<file path="src/rtl/cp0_pkg.sv">
// cp0_pkg: shared constants, register field layouts and helpers for CP0.
//   Register indices, ExcCode values, reset/handler vectors, writable-field
//   mask for SR, and packed layouts of the SR and Cause state actually held.
package cp0_pkg;

  localparam int unsigned XLEN      = 32;
  localparam int unsigned REG_IDX_W = 5;
  localparam int unsigned EXC_W     = 5;
  localparam int unsigned HW_INT_W  = 6;

  // Register indices
  localparam logic [REG_IDX_W-1:0] CP0_BADVADDR = 5'd8;
  localparam logic [REG_IDX_W-1:0] CP0_COUNT    = 5'd9;
  localparam logic [REG_IDX_W-1:0] CP0_COMPARE  = 5'd11;
  localparam logic [REG_IDX_W-1:0] CP0_SR       = 5'd12;
  localparam logic [REG_IDX_W-1:0] CP0_CAUSE    = 5'd13;
  localparam logic [REG_IDX_W-1:0] CP0_EPC      = 5'd14;
  localparam logic [REG_IDX_W-1:0] CP0_PRID     = 5'd15;

  // ExcCode values
  localparam logic [EXC_W-1:0] EXC_INT     = 5'd0;
  localparam logic [EXC_W-1:0] EXC_ADEL    = 5'd4;
  localparam logic [EXC_W-1:0] EXC_ADES    = 5'd5;
  localparam logic [EXC_W-1:0] EXC_SYSCALL = 5'd8;
  localparam logic [EXC_W-1:0] EXC_RI      = 5'd10;
  localparam logic [EXC_W-1:0] EXC_OV      = 5'd12;

  localparam logic [XLEN-1:0] RESET_PC     = 32'hBFC0_0000;
  localparam logic [XLEN-1:0] HANDLER_PC   = 32'hBFC0_0380;
  localparam logic [XLEN-1:0] PRID_DEFAULT = 32'h0000_4C3A;

  // SR fields that exist: IM[15:10], EXL[1], IE[0]
  typedef struct packed {
    logic [HW_INT_W-1:0] im;
    logic                exl;
    logic                ie;
  } sr_t;

  // Cause fields that exist: BD[31], IP[15:10], ExcCode[6:2]
  typedef struct packed {
    logic                bd;
    logic [HW_INT_W-1:0] ip;
    logic [EXC_W-1:0]    exc_code;
  } cause_t;

  // Address-error codes are the only ones that capture BadVAddr
  function automatic logic is_addr_exc(input logic [EXC_W-1:0] code);
    return (code == EXC_ADEL) || (code == EXC_ADES);
  endfunction

endpackage

</file>
<file path="src/rtl/cp0_if.sv">
// cp0_if: pipeline-side bus of CP0.
//   Inputs to CP0 : en, cp0_addr, cp0_in (mtc0), vpc, bd_in, exc_in,
//                   badvaddr_in (M-stage exception info), hw_int, exl_clr.
//   Outputs of CP0: cp0_out (mfc0, combinational), req (flush/redirect,
//                   combinational), epc_out, handler_pc.
//   slave modport is CP0 itself, master is the pipeline driving it.
interface cp0_if;
  import cp0_pkg::*;

  logic                 en;
  logic [REG_IDX_W-1:0] cp0_addr;
  logic [XLEN-1:0]      cp0_in;
  logic [XLEN-1:0]      cp0_out;
  logic [XLEN-1:0]      vpc;
  logic                 bd_in;
  logic [EXC_W-1:0]     exc_in;
  logic [XLEN-1:0]      badvaddr_in;
  logic [HW_INT_W-1:0]  hw_int;
  logic                 exl_clr;
  logic                 req;
  logic [XLEN-1:0]      epc_out;
  logic [XLEN-1:0]      handler_pc;

  modport slave (
    input  en, cp0_addr, cp0_in, vpc, bd_in, exc_in, badvaddr_in, hw_int, exl_clr,
    output cp0_out, req, epc_out, handler_pc
  );

  modport master (
    output en, cp0_addr, cp0_in, vpc, bd_in, exc_in, badvaddr_in, hw_int, exl_clr,
    input  cp0_out, req, epc_out, handler_pc
  );

endinterface

</file>
<file path="src/rtl/cp0_req_arb.sv">
// cp0_req_arb: combinational arbitration of interrupts vs. synchronous exceptions.
//   Inputs : reset, effective interrupt lines, SR.IM/IE/EXL, M-stage ExcCode.
//   Outputs: req_c (take something this cycle), sel_code_c (ExcCode to record).
//   Interrupts win over exceptions; everything is masked while EXL=1.
module cp0_req_arb
  import cp0_pkg::*;
(
  input  logic                reset,
  input  logic [HW_INT_W-1:0] hw_int,
  input  logic [HW_INT_W-1:0] im,
  input  logic                ie,
  input  logic                exl,
  input  logic [EXC_W-1:0]    exc_in,
  output logic                req_c,
  output logic [EXC_W-1:0]    sel_code_c
);

  logic int_req_c;
  logic exc_req_c;

  always_comb begin
    int_req_c  = 1'b0;
    exc_req_c  = 1'b0;
    req_c      = 1'b0;
    sel_code_c = EXC_INT;

    int_req_c  = (|(hw_int & im)) & ie & ~exl;
    exc_req_c  = (exc_in != EXC_INT) & ~exl;
    req_c      = ~reset & (int_req_c | exc_req_c);
    sel_code_c = int_req_c ? EXC_INT : exc_in;
  end

endmodule

</file>
<file path="src/rtl/cp0.sv">
// cp0: MIPS system coprocessor 0, sitting beside the M stage.
//   Ports: clk, reset (synchronous, active-high), bus (cp0_if.slave).
//   Holds SR/Cause/EPC/BadVAddr/PRId, raises req for interrupts/exceptions,
//   serves mfc0 (combinational read of pre-edge state), mtc0 and eret.
//   Optional macro CP0_COUNT_EN adds Count(9)/Compare(11) and a timer
//   interrupt ORed onto hw_int[5].
module cp0 #(
  parameter logic [31:0] PRID       = cp0_pkg::PRID_DEFAULT,
  parameter logic [31:0] HANDLER_PC = cp0_pkg::HANDLER_PC
) (
  input  logic      clk,
  input  logic      reset,
  cp0_if.slave      bus
);
  import cp0_pkg::*;

  sr_t             sr_q,    sr_d;
  cause_t          cause_q, cause_d;
  logic [XLEN-1:0] epc_q,   epc_d;
  logic [XLEN-1:0] badv_q,  badv_d;

  logic [HW_INT_W-1:0] hw_eff_c;
  logic                req_c;
  logic [EXC_W-1:0]    sel_code_c;
  logic [XLEN-1:0]     vpc_al_c;

`ifdef CP0_COUNT_EN
  logic [XLEN-1:0] count_q,   count_d;
  logic [XLEN-1:0] compare_q, compare_d;
  logic            tp_q,      tp_d;
  logic            timer_c;

  // Pending is visible in the same cycle Count matches, then held until Compare is written
  assign timer_c  = tp_q | (count_q == compare_q);
  assign hw_eff_c = {bus.hw_int[HW_INT_W-1] | timer_c, bus.hw_int[HW_INT_W-2:0]};
`else
  assign hw_eff_c = bus.hw_int;
`endif

  cp0_req_arb u_arb (
    .reset      (reset),
    .hw_int     (hw_eff_c),
    .im         (sr_q.im),
    .ie         (sr_q.ie),
    .exl        (sr_q.exl),
    .exc_in     (bus.exc_in),
    .req_c      (req_c),
    .sel_code_c (sel_code_c)
  );

  assign vpc_al_c = {bus.vpc[XLEN-1:2], 2'b00};

  // Next-state: exception entry takes precedence and drops mtc0/eret
  always_comb begin
    sr_d          = sr_q;
    cause_d       = cause_q;
    epc_d         = epc_q;
    badv_d        = badv_q;
`ifdef CP0_COUNT_EN
    count_d       = count_q + 32'd1;
    compare_d     = compare_q;
    tp_d          = timer_c;
`endif
    cause_d.ip    = hw_eff_c;

    if (req_c) begin
      sr_d.exl         = 1'b1;
      cause_d.exc_code = sel_code_c;
      cause_d.bd       = bus.bd_in;
      epc_d            = bus.bd_in ? (vpc_al_c - 32'd4) : vpc_al_c;
      if (is_addr_exc(sel_code_c)) begin
        badv_d = bus.badvaddr_in;
      end
    end else begin
      if (bus.en) begin
        case (bus.cp0_addr)
          CP0_SR: begin
            sr_d.im  = bus.cp0_in[15:10];
            sr_d.exl = bus.cp0_in[1];
            sr_d.ie  = bus.cp0_in[0];
          end
          CP0_EPC: epc_d = {bus.cp0_in[XLEN-1:2], 2'b00};
`ifdef CP0_COUNT_EN
          CP0_COUNT: count_d = bus.cp0_in;
          CP0_COMPARE: begin
            compare_d = bus.cp0_in;
            tp_d      = 1'b0;
          end
`endif
          default: ;
        endcase
      end
      if (bus.exl_clr) begin
        sr_d.exl = 1'b0;
      end
    end
  end

  always_ff @(posedge clk) begin
    if (reset) begin
      sr_q      <= '0;
      cause_q   <= '0;
      epc_q     <= '0;
      badv_q    <= '0;
`ifdef CP0_COUNT_EN
      count_q   <= '0;
      compare_q <= 32'hFFFF_FFFF;
      tp_q      <= 1'b0;
`endif
    end else begin
      sr_q      <= sr_d;
      cause_q   <= cause_d;
      epc_q     <= epc_d;
      badv_q    <= badv_d;
`ifdef CP0_COUNT_EN
      count_q   <= count_d;
      compare_q <= compare_d;
      tp_q      <= tp_d;
`endif
    end
  end

  // mfc0 read mux; unimplemented indices read zero
  always_comb begin
    bus.cp0_out = '0;
    case (bus.cp0_addr)
      CP0_SR:       bus.cp0_out = {16'b0, sr_q.im, 8'b0, sr_q.exl, sr_q.ie};
      CP0_CAUSE:    bus.cp0_out = {cause_q.bd, 15'b0, cause_q.ip, 3'b0, cause_q.exc_code, 2'b0};
      CP0_EPC:      bus.cp0_out = epc_q;
      CP0_BADVADDR: bus.cp0_out = badv_q;
      CP0_PRID:     bus.cp0_out = PRID;
`ifdef CP0_COUNT_EN
      CP0_COUNT:    bus.cp0_out = count_q;
      CP0_COMPARE:  bus.cp0_out = compare_q;
`endif
      default:      bus.cp0_out = '0;
    endcase
  end

  assign bus.req        = req_c;
  assign bus.epc_out    = epc_q;
  assign bus.handler_pc = HANDLER_PC;

endmodule

</file>
<file path="src/flat_wrapper.sv">
// flat-port wrapper written by rule: the top's interface ports become plain ports
module cp0_flat import cp0_pkg::*;
#(
  parameter logic [31:0] PRID       = cp0_pkg::PRID_DEFAULT,
  parameter logic [31:0] HANDLER_PC = cp0_pkg::HANDLER_PC
)
  (clk, reset, bus_en, bus_cp0_addr, bus_cp0_in, bus_vpc, bus_bd_in, bus_exc_in, bus_badvaddr_in, bus_hw_int, bus_exl_clr, bus_cp0_out, bus_req, bus_epc_out, bus_handler_pc);
  cp0_if bus_i ();
  input  logic clk;
  input  logic reset;
  input wire logic [$bits(bus_i.en)-1:0] bus_en;
  input wire logic [$bits(bus_i.cp0_addr)-1:0] bus_cp0_addr;
  input wire logic [$bits(bus_i.cp0_in)-1:0] bus_cp0_in;
  input wire logic [$bits(bus_i.vpc)-1:0] bus_vpc;
  input wire logic [$bits(bus_i.bd_in)-1:0] bus_bd_in;
  input wire logic [$bits(bus_i.exc_in)-1:0] bus_exc_in;
  input wire logic [$bits(bus_i.badvaddr_in)-1:0] bus_badvaddr_in;
  input wire logic [$bits(bus_i.hw_int)-1:0] bus_hw_int;
  input wire logic [$bits(bus_i.exl_clr)-1:0] bus_exl_clr;
  output wire logic [$bits(bus_i.cp0_out)-1:0] bus_cp0_out;
  output wire logic [$bits(bus_i.req)-1:0] bus_req;
  output wire logic [$bits(bus_i.epc_out)-1:0] bus_epc_out;
  output wire logic [$bits(bus_i.handler_pc)-1:0] bus_handler_pc;
  assign bus_i.en = bus_en;
  assign bus_i.cp0_addr = bus_cp0_addr;
  assign bus_i.cp0_in = bus_cp0_in;
  assign bus_i.vpc = bus_vpc;
  assign bus_i.bd_in = bus_bd_in;
  assign bus_i.exc_in = bus_exc_in;
  assign bus_i.badvaddr_in = bus_badvaddr_in;
  assign bus_i.hw_int = bus_hw_int;
  assign bus_i.exl_clr = bus_exl_clr;
  assign bus_cp0_out = bus_i.cp0_out;
  assign bus_req = bus_i.req;
  assign bus_epc_out = bus_i.epc_out;
  assign bus_handler_pc = bus_i.handler_pc;
  cp0 #(.PRID(PRID), .HANDLER_PC(HANDLER_PC)) u_core (.clk(clk), .reset(reset), .bus(bus_i));
endmodule
</file>
<file path="config.mk">
export PLATFORM = sky130hd
export DESIGN_NAME = cp0_flat
export DESIGN_NICKNAME = d
export VERILOG_FILES = /design/src/rtl/cp0_pkg.sv /design/src/rtl/cp0_if.sv /design/src/rtl/cp0_req_arb.sv /design/src/rtl/cp0.sv /design/src/flat_wrapper.sv
export SDC_FILE = /design/constraint.sdc
export NUM_CORES = 1
export LEC_CHECK = 0
export BUFFER_PORTS_ARGS = -buffer_cell sky130_fd_sc_hd__buf_2
export CELL_PAD_IN_SITES_DETAIL_PLACEMENT = 1
export CELL_PAD_IN_SITES_GLOBAL_PLACEMENT = 1
export CORE_AREA = 2 2 130 132
export CTS_CLUSTER_DIAMETER = 150
export DETAILED_ROUTE_END_ITERATION = 10
export DIE_AREA = 0 0 132 134
export GPL_TIMING_DRIVEN = 0
export HOLD_SLACK_MARGIN = 0.12
export PLACE_DENSITY_LB_ADDON = 0.1
export SETUP_SLACK_MARGIN = 0.3
export SYNTH_ARGS = -nofsm -noshare
export SYNTH_HDL_FRONTEND = slang
export SYNTH_HIERARCHICAL = 1
export SYNTH_SLANG_ARGS = --single-unit
</file>
<file path="constraint.sdc">
create_clock -name clk -period 2.1 [get_ports clk]
set_clock_uncertainty 0.2 [all_clocks]
set_input_delay 0.105 -clock clk [delete_from_list [all_inputs] [get_ports clk]]
set_output_delay 0.105 -clock clk [all_outputs]
set_load 0.01 [all_outputs]
</file>
; ---- Word level (Yosys, flattened, before mapping)
; Index checks and enable logic that the tools add are counted.
[totals]
reg_bits = 84
output_inout_bits = 97
[op_classes]
addsub = 1
eq_ne = 7
mux = 10
bitwise = 9
reduce_logical = 11
[op_table]
columns = operator, count
row1 = case mux 32 bit (5 select lines), 1
row2 = two-way mux 32 bit, 4
row3 = "subtractor 32 x 3 -> 32 bit, second input constant", 1
row4 = "equality test 5 x 4 -> 1 bit, second input constant", 5
row5 = "equality test 5 x 3 -> 1 bit, second input constant", 2
row6 = bitwise AND 6 bit, 1
row7 = AND reduction 2 bit, 3
row8 = nonzero test 3 bit, 2
row9 = OR reduction 6 bit, 1
row10 = two-way mux 5 bit, 1
row11 = nonzero test 5 bit, 1
row12 = bitwise AND 1 bit, 4
row13 = two-way mux 2 bit, 2
row14 = nonzero test 2 bit, 2
row15 = inverter 1 bit, 3
row16 = AND reduction 3 bit, 1
row17 = two-way mux 1 bit, 2
row18 = logical OR 1 bit, 1
row19 = OR 1 bit, 1

; ---- Longest topological paths before layout
[logic_depth]
word_depth = 8
depth_mapped = 9
ltp_nobuf = 7

; ---- Cells and area by module
; Netlist, hierarchy kept.
[modules_own_cells]
columns = module, instances, cells_each, area_each_um2
row1 = cp0, 1, 591, 4675.7
row2 = cp0_req_arb, 1, 13, 88.8

; ---- Worst setup path after synthesis
; OpenSTA, ideal clock, no wires.
[synth_timing]
kind = register to register
from = register u_core/sr_q[7] (netlist bit)
to = register u_core.epc_q[20] (netlist: u_core/bus.epc_out[20])
setup_ps = 115
t_arrival_ps = 2179
path_slack_ps = -395
path_stages_with_launch = 8
n_path_buf = 2
synth_period_minus_slack_ps = 2495
path_cell_list = dfxtp_1 -> a22oi_1 -> a311o_1 -> a21oi_1 -> clkbuf_1 -> buf_1 -> nand4_1 -> and3_1
[synth_via]
elab_chain_len = 8
word_cells_on_any_way = 10
[synth_lines]
columns = element, line_no
row1 = "start, declared", cp0.sv:17  ; sr_t sr_q, sr_d;
row2 = "start signal, assigned", cp0.sv:111  ; sr_q <= sr_d;
row3 = bitwise AND 6 bit *, cp0_req_arb.sv:27  ; int_req_c = (|(hw_int & im)) & ie & ~exl;
row4 = OR reduction 6 bit *, cp0_req_arb.sv:27
row5 = bitwise AND 1 bit * (2 in series), cp0_req_arb.sv:27
row6 = OR 1 bit *, cp0_req_arb.sv:29  ; req_c = ~reset & (int_req_c | exc_req_c);
row7 = bitwise AND 1 bit *, cp0_req_arb.sv:29
row8 = via bus_req, flat_wrapper.sv:21  ; output wire logic [$bits(bus_i.req)-1:0] bus_req;
row9 = nonzero test 2 bit (no line), --
row10 = AND reduction 2 bit (no line), --
row11 = "end signal, assigned", cp0.sv:113  ; epc_q <= epc_d;
row12 = "end, declared", cp0.sv:19  ; logic [XLEN-1:0] epc_q, epc_d;
; The timed path passes the listed nets; every way through them passes the cells marked *.
; A chain may end at the register's enable or synchronous reset.

; ---- Final worst setup path
[layout_timing]
from = register u_core/sr_q[7] (netlist bit)
to = register u_core.badv_q[3]
[layout_via]
elab_chain_len = 8
word_cells_on_any_way = 11
[layout_lines]
columns = element, line_no
row1 = bitwise AND 6 bit *, cp0_req_arb.sv:27
row2 = OR reduction 6 bit *, cp0_req_arb.sv:27
row3 = bitwise AND 1 bit * (2 in series), cp0_req_arb.sv:27
row4 = two-way mux 5 bit, cp0_req_arb.sv:30  ; sel_code_c = int_req_c ? EXC_INT : exc_in;
row5 = equality test 5 x 3 -> 1 bit, cp0_pkg.sv:48  ; return (code == EXC_ADEL) || (code == EXC_ADES);
row6 = logical OR 1 bit, cp0_pkg.sv:48
row7 = AND reduction 2 bit (no line) *, --
row8 = "end signal, assigned", cp0.sv:114  ; badv_q <= badv_d;
row9 = "end, declared", cp0.sv:20  ; logic [XLEN-1:0] badv_q, badv_d;
; Every way passes the cells marked *; elsewhere a longest branch is shown, timed or not.

==> metrics.md <==
| Metric | Value |
|---|---|
| Status | `complete, but fails checks` |
| Failing checks | `negative setup slack` |
| Sequential-to-total area share from yosys stat | `34.45%` |
| # nets final | `1083` |
| Routed WL per cell | `20.38 um` |
| Layout cells sized above 1 | `42.47%` |
| Pwr Density | `520.5 mW/mm^2` |
| Post-synth top area share | `34.45%` |
| EDFF count, synth | `0` |
| Placed Cells | `1030` |
| Filler cells | `1930` |
| Gate Count Post-Synth | `604` |
| Drt via density | `5.155` |
| RSZ-0062 raised after global routing | `true` |
| WP data required | `2160 ps` |
| # diodes | `0` |
| Post-layout power | `4.530 mW` |
| Critical-path cell list | `a22oi_1 -> a311o_2 -> a21oi_4 -> buf_6 -> and4b_1 -> buf_8 -> clkbuf_16 -> nand2_2 -> a21oi_1` |
| Post-DRT Antenna Nets | `0` |
| Detailed Routing Iterations Pass 1 | `5` |
| TritonCTS buffer count | `9` |
| Initial antenna violation count | `0` |
| Total wire length | `24250 um` |
| Final critical-path required period | `2302 ps` |
| Die width | `132 um` |
| Layout Area Growth over Synthesis | `82.69%` |
| P_leak | `3.741 nW` |
| Hold Crit Class | `primary input to flop` |
| Row Count | `47` |
| # port buffers | `174` |
| Worst setup margin | `-202.3 ps` |
| CTS tree | `done` |
| Global placer's final weighted congestion | `0.8750` |
| Setup Viol. Count Final | `68` |
| Largest net degree at the start of global routing | `15` |
| Worst path slowest cell | `a311o_2` |
| Synthesized area per cell | `7.888 sq um` |
| Syn. warnings | `6` |
| Endpoints failing hold | `0` |
| Slowest Stage Delay on Critical Path | `410 ps` |
| Die Height | `134 um` |
| WS Path Type | `flop to flop` |
| Synthesis-stage register bit count | `82` |
| FFs w/ async S/R, synth | `0%` |
| CP max FO | `7` |
| Post-synth top area cell | `dfxtp_1` |
| IO Pins | `214` |
| Pre-CTS WS | `-461.9 ps` |
| Top cells by area, synth | `dfxtp_1 (34%), nand2_1 (7.3%), buf_4 (5.4%)` |
| Root buffer cell | `clkbuf_16` |
| Crit start category | `flop` |
| Main flop type after synthesis | `dfxtp_1` |
| Final Util | `53.44%` |
| CP delay by family, top | `compound AO/OA/AOI/OAI gates` |
| H-tree depth | `3` |
| Gr usage total | `25.56%` |
| Final cell count without fillers | `1190` |
| Distinct cells, synth | `61` |
| Slew @ Worst Pin | `734.5 ps` |
| Iter 0 DRT Violations | `354` |
| Max Cap Violations | `0` |
| Total global routing overflow | `0` |
| Worst setup EP type | `flop` |
| Vias in the first global route | `6340` |
| DIE AREA | `0.01769 sq mm` |
| Clock Path Buffers | `2` |
| First-pass GRT wire length | `35250 um` |
| CTS Sinks | `82` |
| Initial Utilization | `29.25%` |
| Slew Viols, Final | `0` |
| Hpwl dp | `16710 um` |
| Post-synthesis cell area | `0.004765 sq mm` |
| CP arrival | `2360 ps` |
| Worst slew margin | `51.03%` |
| Peak Freq | `434.4 MHz` |
| Clock latency on the worst-skew pair | `350 ps` |
| Vias | `6135` |
| CP bufs+invs | `3` |
| CTS clk-pin slew, worst paths | `70 ps` |
| Tcrit/Tclk final | `109.6%` |
| Drt drc | `0` |
| CORE AREA | `0.01629 sq mm` |
| VDD IR-drop max | `346.2 uV` |
-- logic make-up (layout without fill, tap and decap cells) --
family | count (synthesis) | in the layout | share of synthesized area, %
adder cells (fa/ha/maj) | 1 | 1 | 0.2626
XOR/XNOR | 13 | 13 | 2.390
AND/OR/NAND/NOR | 240 | 240 | 26.00
AO/OA/AOI/OAI | 160 | 160 | 23.53
buffers and inverters | 91 | 425 | 10.03
multiplexers | 15 | 15 | 3.177
other | 2 | 34 | 0.1576
flip-flops | 82 | 82 | 34.45
-- where the power goes --
part	internal, mW	switching, mW
sequential	1.63	0.0944
clock	0.954	0.698
combinational	0.605	0.547
total	3.19	1.34
-- flip-flops by register name, indices dropped and copies added (netlist names) --
name	flops
u_core/badv_q	32
u_core/bus.epc_out	30
u_core/cause_q	12
u_core/sr_q	8
-- path summary, 6_finish.rpt --
path | end | cells after the start | slack [ps] | from
worst min-delay path | u_core/bus.epc_out[3] | 3 | 110 | bus_bd_in
worst min register to register | u_core/badv_q[22] | 2 | 260 | u_core/badv_q[22]
worst max register to register | u_core/badv_q[3] | 9 | -200 | u_core/sr_q[7]
worst max-delay path | u_core/badv_q[3] | 9 | -200 | u_core/sr_q[7]
-- metrics by stage --
stage,hold WS [ps],TNS (ps),instance area (sq um)
global route,133.6,-11350,8705
finish,109.2,-6864,8705
CTS,-71.45,-723.9,8069
detailed placement,148.1,-27120,6208
global placement,141.4,-22800,6208
floorplan,33.18,0,5062
-- cell usage after synthesis (2+ instances only) --
cell and instances:
a22o_1 19, o311a_1 4, inv_1 8, a31o_2 9, and3_1 21, mux2i_1 14, nor2_1 29, nand2_1 93
nor4_1 13, a211oi_1 32, a311oi_1 4, nor3_1 14, or3_1 5, buf_1 3, xor2_1 3, a31oi_1 6
nand4_1 4, a21oi_1 39, and2_1 6, and3b_1 2, clkbuf_1 44, a211o_1 2, nor3b_1 2, o21ai_0 17
or4_1 11, a221o_1 2, a22oi_1 12, nand3_1 14, or2_2 3, conb_1 2, nor2b_1 6, buf_4 34
and4_1 2, xnor2_1 10, o31ai_1 6, nand3b_1 3, dfxtp_1 82
-- layer usage --
metal  vias up  track usage [%]  wire length (um)
met1      3015            31.85             10520
met4         0            8.937               547
li1       2872                -                 -
met5         -                0                 0
met3        44            3.401               970
met2       204            45.31             12220
-- layout make-up --
class	instances	area [sq um]	area share [%]
clock inverter	6	66.31	0.7618
sequential	82	1649	18.94
inverter	8	37.54	0.4312
timing repair buffer	318	2366	27.18
multi-input combinational	463	3334	38.31
clock buffer	10	239.0	2.745
tap	220	275.3	3.162
buffer	83	737.0	8.466
-- timing repair --
action | in CTS | in global routing
hold endpoints to repair | 82 | 3
pin swaps | 23 | 23
buffers inserted | 16 | 7
gates cloned | 2 | 7
setup endpoints to repair | 109 | 109
gates resized for setup | 76 | 114
hold buffers | 106 | 6
-- worst register-to-register path: cells and delay by family (launching register included) --
| family | cells | cell delay (ps) |
|---|---|---|
| AOI/OAI and AO/OA | 4 | 880 |
| and+or+nand+nor | 2 | 300 |
| buffers and inverters | 3 | 460 |
| DFF | 1 | 380 |
-- cell usage in the layout, fill, tap and decap left out, types with 9 or more instances in the layout --
cell type,count
conb_1,34
nand2_4,10
clkbuf_16,20
nand3_1,14
buf_2,177
o21ai_0,15
xnor2_1,10
a22oi_1,10
buf_6,13
dfxtp_1,76
dlygate4sd3_1,112
or4_1,9
a21oi_2,20
buf_4,52
nor3_1,11
clkbuf_1,18
a211oi_2,24
a21oi_1,18
and3_1,19
nor2_1,25
mux2i_1,12
a22o_1,19
nand2_1,71
nand2_2,12
No activity file was read; power rests on OpenSTA's default activity.
